File: src/rtl/fetch_pc.sv
// Program counter and instruction-fetch sequencer: req/ack fetch from instruction
// memory, valid/ready hand-off to decode, and branch/jump/exception redirects.
module fetch_pc #(
  parameter logic [31:0] RESET_PC = 32'h0000_0000,
  parameter logic [31:0] EXC_PC   = 32'h0000_0080
) (
  input  logic        clk,
  input  logic        rst_n,
  output logic [31:0] pc,
  input  logic [31:0] seq_pc,
  output logic        if_req,
  output logic [31:0] if_addr,
  input  logic        if_ack,
  input  logic [31:0] if_rdata,
  output logic        inst_valid,
  output logic [31:0] inst,
  output logic [31:0] inst_pc,
  input  logic        id_ready,
  input  logic        br_taken,
  input  logic [31:0] br_target,
  input  logic        jmp,
  input  logic [31:0] jmp_target,
  input  logic        exc
);

  localparam logic [1:0] ST_BOOT  = 2'd0;
  localparam logic [1:0] ST_FETCH = 2'd1;
  localparam logic [1:0] ST_HOLD  = 2'd2;

  logic [1:0]  state_reg, state_next;
  logic [31:0] pc_reg, pc_next;
  logic [31:0] inst_reg, inst_next;
  logic [31:0] inst_pc_reg, inst_pc_next;
  logic        inst_valid_reg, inst_valid_next;
  logic        if_req_reg, if_req_next;
  logic        pend_valid_reg, pend_valid_next;
  logic        pend_exc_reg, pend_exc_next;
  logic [31:0] pend_target_reg, pend_target_next;

  logic        redir;
  logic [31:0] redir_raw;
  logic [31:0] redir_target;
  logic        keep_pend;

  always_comb begin
    redir        = exc | jmp | br_taken;
    redir_raw    = exc ? EXC_PC : (jmp ? jmp_target : br_target);
    redir_target = redir_raw & ~32'h0000_0003;
    // A pending exception outranks any later jump or branch.
    keep_pend    = pend_valid_reg & pend_exc_reg & ~exc;

    state_next       = state_reg;
    pc_next          = pc_reg;
    inst_next        = inst_reg;
    inst_pc_next     = inst_pc_reg;
    pend_valid_next  = pend_valid_reg;
    pend_exc_next    = pend_exc_reg;
    pend_target_next = pend_target_reg;

    case (state_reg)
      ST_BOOT: begin
        state_next = ST_FETCH;
        if (redir) pc_next = redir_target;
      end
      ST_FETCH: begin
        if (if_ack) begin
          if (pend_valid_reg || redir) begin
            // Word belongs to the stale path; drop it and refetch at the target.
            pc_next         = (redir && !keep_pend) ? redir_target : pend_target_reg;
            pend_valid_next = 1'b0;
            pend_exc_next   = 1'b0;
          end else begin
            inst_next    = if_rdata;
            inst_pc_next = pc_reg;
            state_next   = ST_HOLD;
          end
        end else if (redir) begin
          pend_valid_next = 1'b1;
          if (!keep_pend) begin
            pend_target_next = redir_target;
            pend_exc_next    = exc;
          end
        end
      end
      ST_HOLD: begin
        if (redir) begin
          pc_next    = redir_target;
          state_next = ST_FETCH;
        end else if (id_ready) begin
          pc_next    = seq_pc;
          state_next = ST_FETCH;
        end
      end
      default: state_next = ST_BOOT;
    endcase

    if_req_next     = (state_next == ST_FETCH);
    inst_valid_next = (state_next == ST_HOLD);
  end

  always_ff @(posedge clk or negedge rst_n) begin
    if (!rst_n) begin
      state_reg       <= ST_BOOT;
      pc_reg          <= RESET_PC;
      inst_reg        <= 32'h0;
      inst_pc_reg     <= 32'h0;
      inst_valid_reg  <= 1'b0;
      if_req_reg      <= 1'b0;
      pend_valid_reg  <= 1'b0;
      pend_exc_reg    <= 1'b0;
      pend_target_reg <= 32'h0;
    end else begin
      state_reg       <= state_next;
      pc_reg          <= pc_next;
      inst_reg        <= inst_next;
      inst_pc_reg     <= inst_pc_next;
      inst_valid_reg  <= inst_valid_next;
      if_req_reg      <= if_req_next;
      pend_valid_reg  <= pend_valid_next;
      pend_exc_reg    <= pend_exc_next;
      pend_target_reg <= pend_target_next;
    end
  end

  assign pc         = pc_reg;
  assign if_addr    = pc_reg;
  assign if_req     = if_req_reg;
  assign inst_valid = inst_valid_reg;
  assign inst       = inst_reg;
  assign inst_pc    = inst_pc_reg;

endmodule
File: config.mk
export PLATFORM = sky130hd
export DESIGN_NAME = fetch_pc
export DESIGN_NICKNAME = d
export VERILOG_FILES = /design/src/rtl/fetch_pc.sv
export SDC_FILE = /design/constraint.sdc
export NUM_CORES = 1
export LEC_CHECK = 0
export ABC_AREA = 1
export BUFFER_PORTS_ARGS = -buffer_cell sky130_fd_sc_hd__buf_2
export CAP_MARGIN = 30
export CORE_MARGIN = 8
export CORE_UTILIZATION = 40
export CTS_BUF_LIST = sky130_fd_sc_hd__clkbuf_16
export DETAILED_ROUTE_END_ITERATION = 10
export PLACE_DENSITY_LB_ADDON = 0.2
export SLEW_MARGIN = 10
export SYNTH_ARGS = -nofsm -noshare
export SYNTH_HDL_FRONTEND = slang
export SYNTH_SLANG_ARGS = --single-unit
File: constraint.sdc
create_clock -name clk -period 2.2 [get_ports clk]
set_clock_uncertainty 0.2 [all_clocks]
set_input_delay 0.66 -clock clk [delete_from_list [all_inputs] [get_ports clk]]
set_output_delay 0.66 -clock clk [all_outputs]
set_load 0.05 [all_outputs]
==> summary.txt <==
Run status
  • Status: complete, no violations

Synthesis
  • Simple-gate area share of the yosys netlist: 29.1%
  • Syn Std Cell Area: between 7000 and 8000 um^2
  • Synth top area share: about 42%
  • Seq/Total Area, Yosys: between 40% and 50%
  • Post-synth cell types: 24
  • Mapped Cells: 1179
  • Post-synthesis xor/xnor area fraction: 0%
  • Area leader, netlist: dfrtp_1
  • Synth Area in Adders: 0.640%
  • Syn nets: between 1000 and 1500
  • FF+latch count, synth: 132
  • Synth warn: 0
  • Multiplexer share of the synthesized area: 0%
  • Syn_area_per_cell: between 6 and 7 um^2
  • Synth Area in Compound Gates: about a tenth
  • Combinational family with the most area after synthesis: simple AND/OR/NAND/NOR gates
  • Top post-synthesis cells by area: dfrtp_1, nand2_1, inv_1

Global routing
  • Met1 usage: 25.7%
  • Vias in the first global route: just over 7000
  • Most Used Layer, Global Route: met2
  • GRT Overall Usage: 19.4%
  • Global Route met2 Usage: ~31%
  • First-pass GRT wire length: 37.4 mm
  • Largest net degree at the start of global routing: 59
  • Overflow left after global routing: 0
  • GR Layer Usage met3: ~4.7%
  • Number of antenna violations at the first check in global routing: 0

Placed design
  • Placer Congestion: 0.840
  • Cell Area, Placed: approximately 9300 um^2
  • Post-Place Cells: 1654
  • I/O Buffers: 260
  • Worst Setup Slack post-DPL: -0.125 ns
  • DP Wirelength: about 18 mm

Finish
  • Most common cell after layout, fill and taps aside: nand2_1
  • Post-route core utilization: 51.3%
  • Antenna Cells: 0
  • Final cell count without fillers: 1687
  • Layout net count: about 1500
  • Commonest non-fill, non-tap cells in the layout: nand2_1, buf_2, inv_1
  • Share of cells above drive strength 1: 24.8%
  • Post-route cell area: between 9000 and 10000 um^2
  • Area grow syn2layout: 26.8%

Timing
  • Hold Violations, Final: 0
  • Fin worst setup slack: about 0.11 ns
  • Peak Freq: roughly 480 MHz
  • Setup TNS: 0 ns
  • Min Hold Slack: 0.277 ns
  • RSZ-0062 raised after global routing: true
  • Worst Tran Pin Value: 0.444 ns
  • Crit share post-route: ~95%
  • Slew Limit Headroom: between 70% and 80%
  • Slew Limit Fails: 0
  • # setup viols final: 0
  • Fin crit period: 2.09 ns

Setup path
  • Slowest cell on the critical path: dfrtp_1
  • Startpoint type of the worst setup path: register
  • Worst r2r dst: if_addr[12]
  • Arrival time at the worst endpoint: 2.19 ns
  • R2R depth: 8
  • CP Capture Type: register
  • Reg2reg setup slack: ~0.11 ns
  • Crit Path Max Fanout: 14
  • Worst Setup SP: state_reg[0]
  • CP Cell Sequence: inv_1 > ha_2 > nand4_1 > nand4_1 > buf_4 > nor2_1 > nand2_1 > nand2_1
  • Crit path largest cell delay: around 0.42 ns
  • Kind of critical path: reg -> reg
  • CP required: about 2.3 ns
  • Worst R2R Start: state_reg[0]

Drt
  • Final wirelength: ~23 mm
  • Post-DR vias/cell: 4.52
  • DR DRC count: 0
  • Drt first-iter violations: around 460
  • Via count: roughly 7600
  • DRT antenna net count: 0
  • Avg WL per Cell: between 10 and 15 um
  • Drt pass-1 iters: 5

Floorplan
  • Starting Density: around two fifths
  • Chip width: 156 um
  • Core region area: 19300 um^2
  • I/O pin cnt: around 270
  • Overall die area: between 20000 and 25000 um^2
  • Die Ht: 156 um
  • FP Rows: about 50

Power and ir drop
  • P per Cell Area: approximately 1600 nW/um^2
  • Pleak: 6.17 nW
  • VDD IR max: about 0.86 mV
  • Final Total Pwr: around 15 mW

Clock tree
  • CTS max path bufs: 2
  • Total CTS buffers: 17
  • CTS sink cnt: between 100 and 150
  • Clock slew at reported path FFs: 0.06 ns
  • CTS H-Tree Depth: 4
  • Postcts setup bufs: 0
  • CTS tree: yes
  • Worst-skew pair later-pin latency: around 0.41 ns
  • Root buffer cell: clkbuf_16

Hold path
  • Hold Path Sink: inst[8]
  • Hold Path Cell Cnt: 3
  • Hold Startpoint: if_rdata[8]
  • Hold crit path type: in -> reg

Job
  • Max Cap Violations: 0
[kinds of logic after synthesis]
| logic type | Yosys count |
|---|---|
| compound gates | 150 |
| simple gates | 564 |
| flops | 132 |
| buf+inv | 329 |
| fa+ha+maj | 4 |
[per-layer routing]
layer	share of wire (%)	routed length [um]	vias to the layer above
li1	-	-	3972
met1	46	10700	3408
met2	46	10900	231
met3	7.2	1700	9
met4	0.57	133	0
met5	0	0	-
[worst max-delay path: cells and delay by family (launching register included)]
kind,cells,cell delay [ns]
DFF,1,0.42
adders and majority gates,1,0.32
buffers and inverters,2,0.38
and+or+nand+nor,5,0.65
[synthesized netlist by cell type]
cell      instances
nand2_1         403
inv_1           226
dfrtp_1         132
nand3_1          81
nor2_1           66
o21ai_1          59
o21ai_0          52
buf_4            39
buf_2            36
a21oi_1          27
clkbuf_1         16
a31oi_1          11
inv_2             7
nand4_1           6
ha_1              4
buf_1             3
clkbuf_2          2
nand2_4           2
nor2_4            2
nand3_2           1
nand3b_1          1
nor3_1            1
o22ai_1           1
or2_2             1
[what timing repair did]
action | CTS | global route
resized for setup | 1 | 4
hold buffers | 1 | 0
endpoints found under the setup margin | 2 | 49
hold endpoints to repair | 39 | 0
[how the worst max path moves through the flow]
stage / end / cells after the start / slack (ns)
finish: if_addr[12] / 8 / 0.11
CTS: if_addr[26] / 8 / 0.05
floorplan: if_addr[8] / 11 / 0.22
detailed placement: if_addr[23] / 8 / -0.12
global placement: if_addr[23] / 8 / -0.11
global route: inst[21] / 7 / 0.001
[report_power, final]
part           internal (mW)  total [mW]  switching [mW]
Combinational           2.10        8.61            6.52
Clock                   1.56        2.67            1.11
Sequential              3.51        4.18           0.663
Total                   7.17        15.5            8.29
[cell type report]
cell class / count / area [um^2]
clock buffer: 17 / 425
clock inverter: 15 / 134
fill: 1973 / 9420
inverter: 233 / 875
multi-input combinational: 718 / 3110
sequential: 132 / 3300
tap: 265 / 332
timing repair buffer: 307 / 1750
Power figures use the tool's default switching activity.
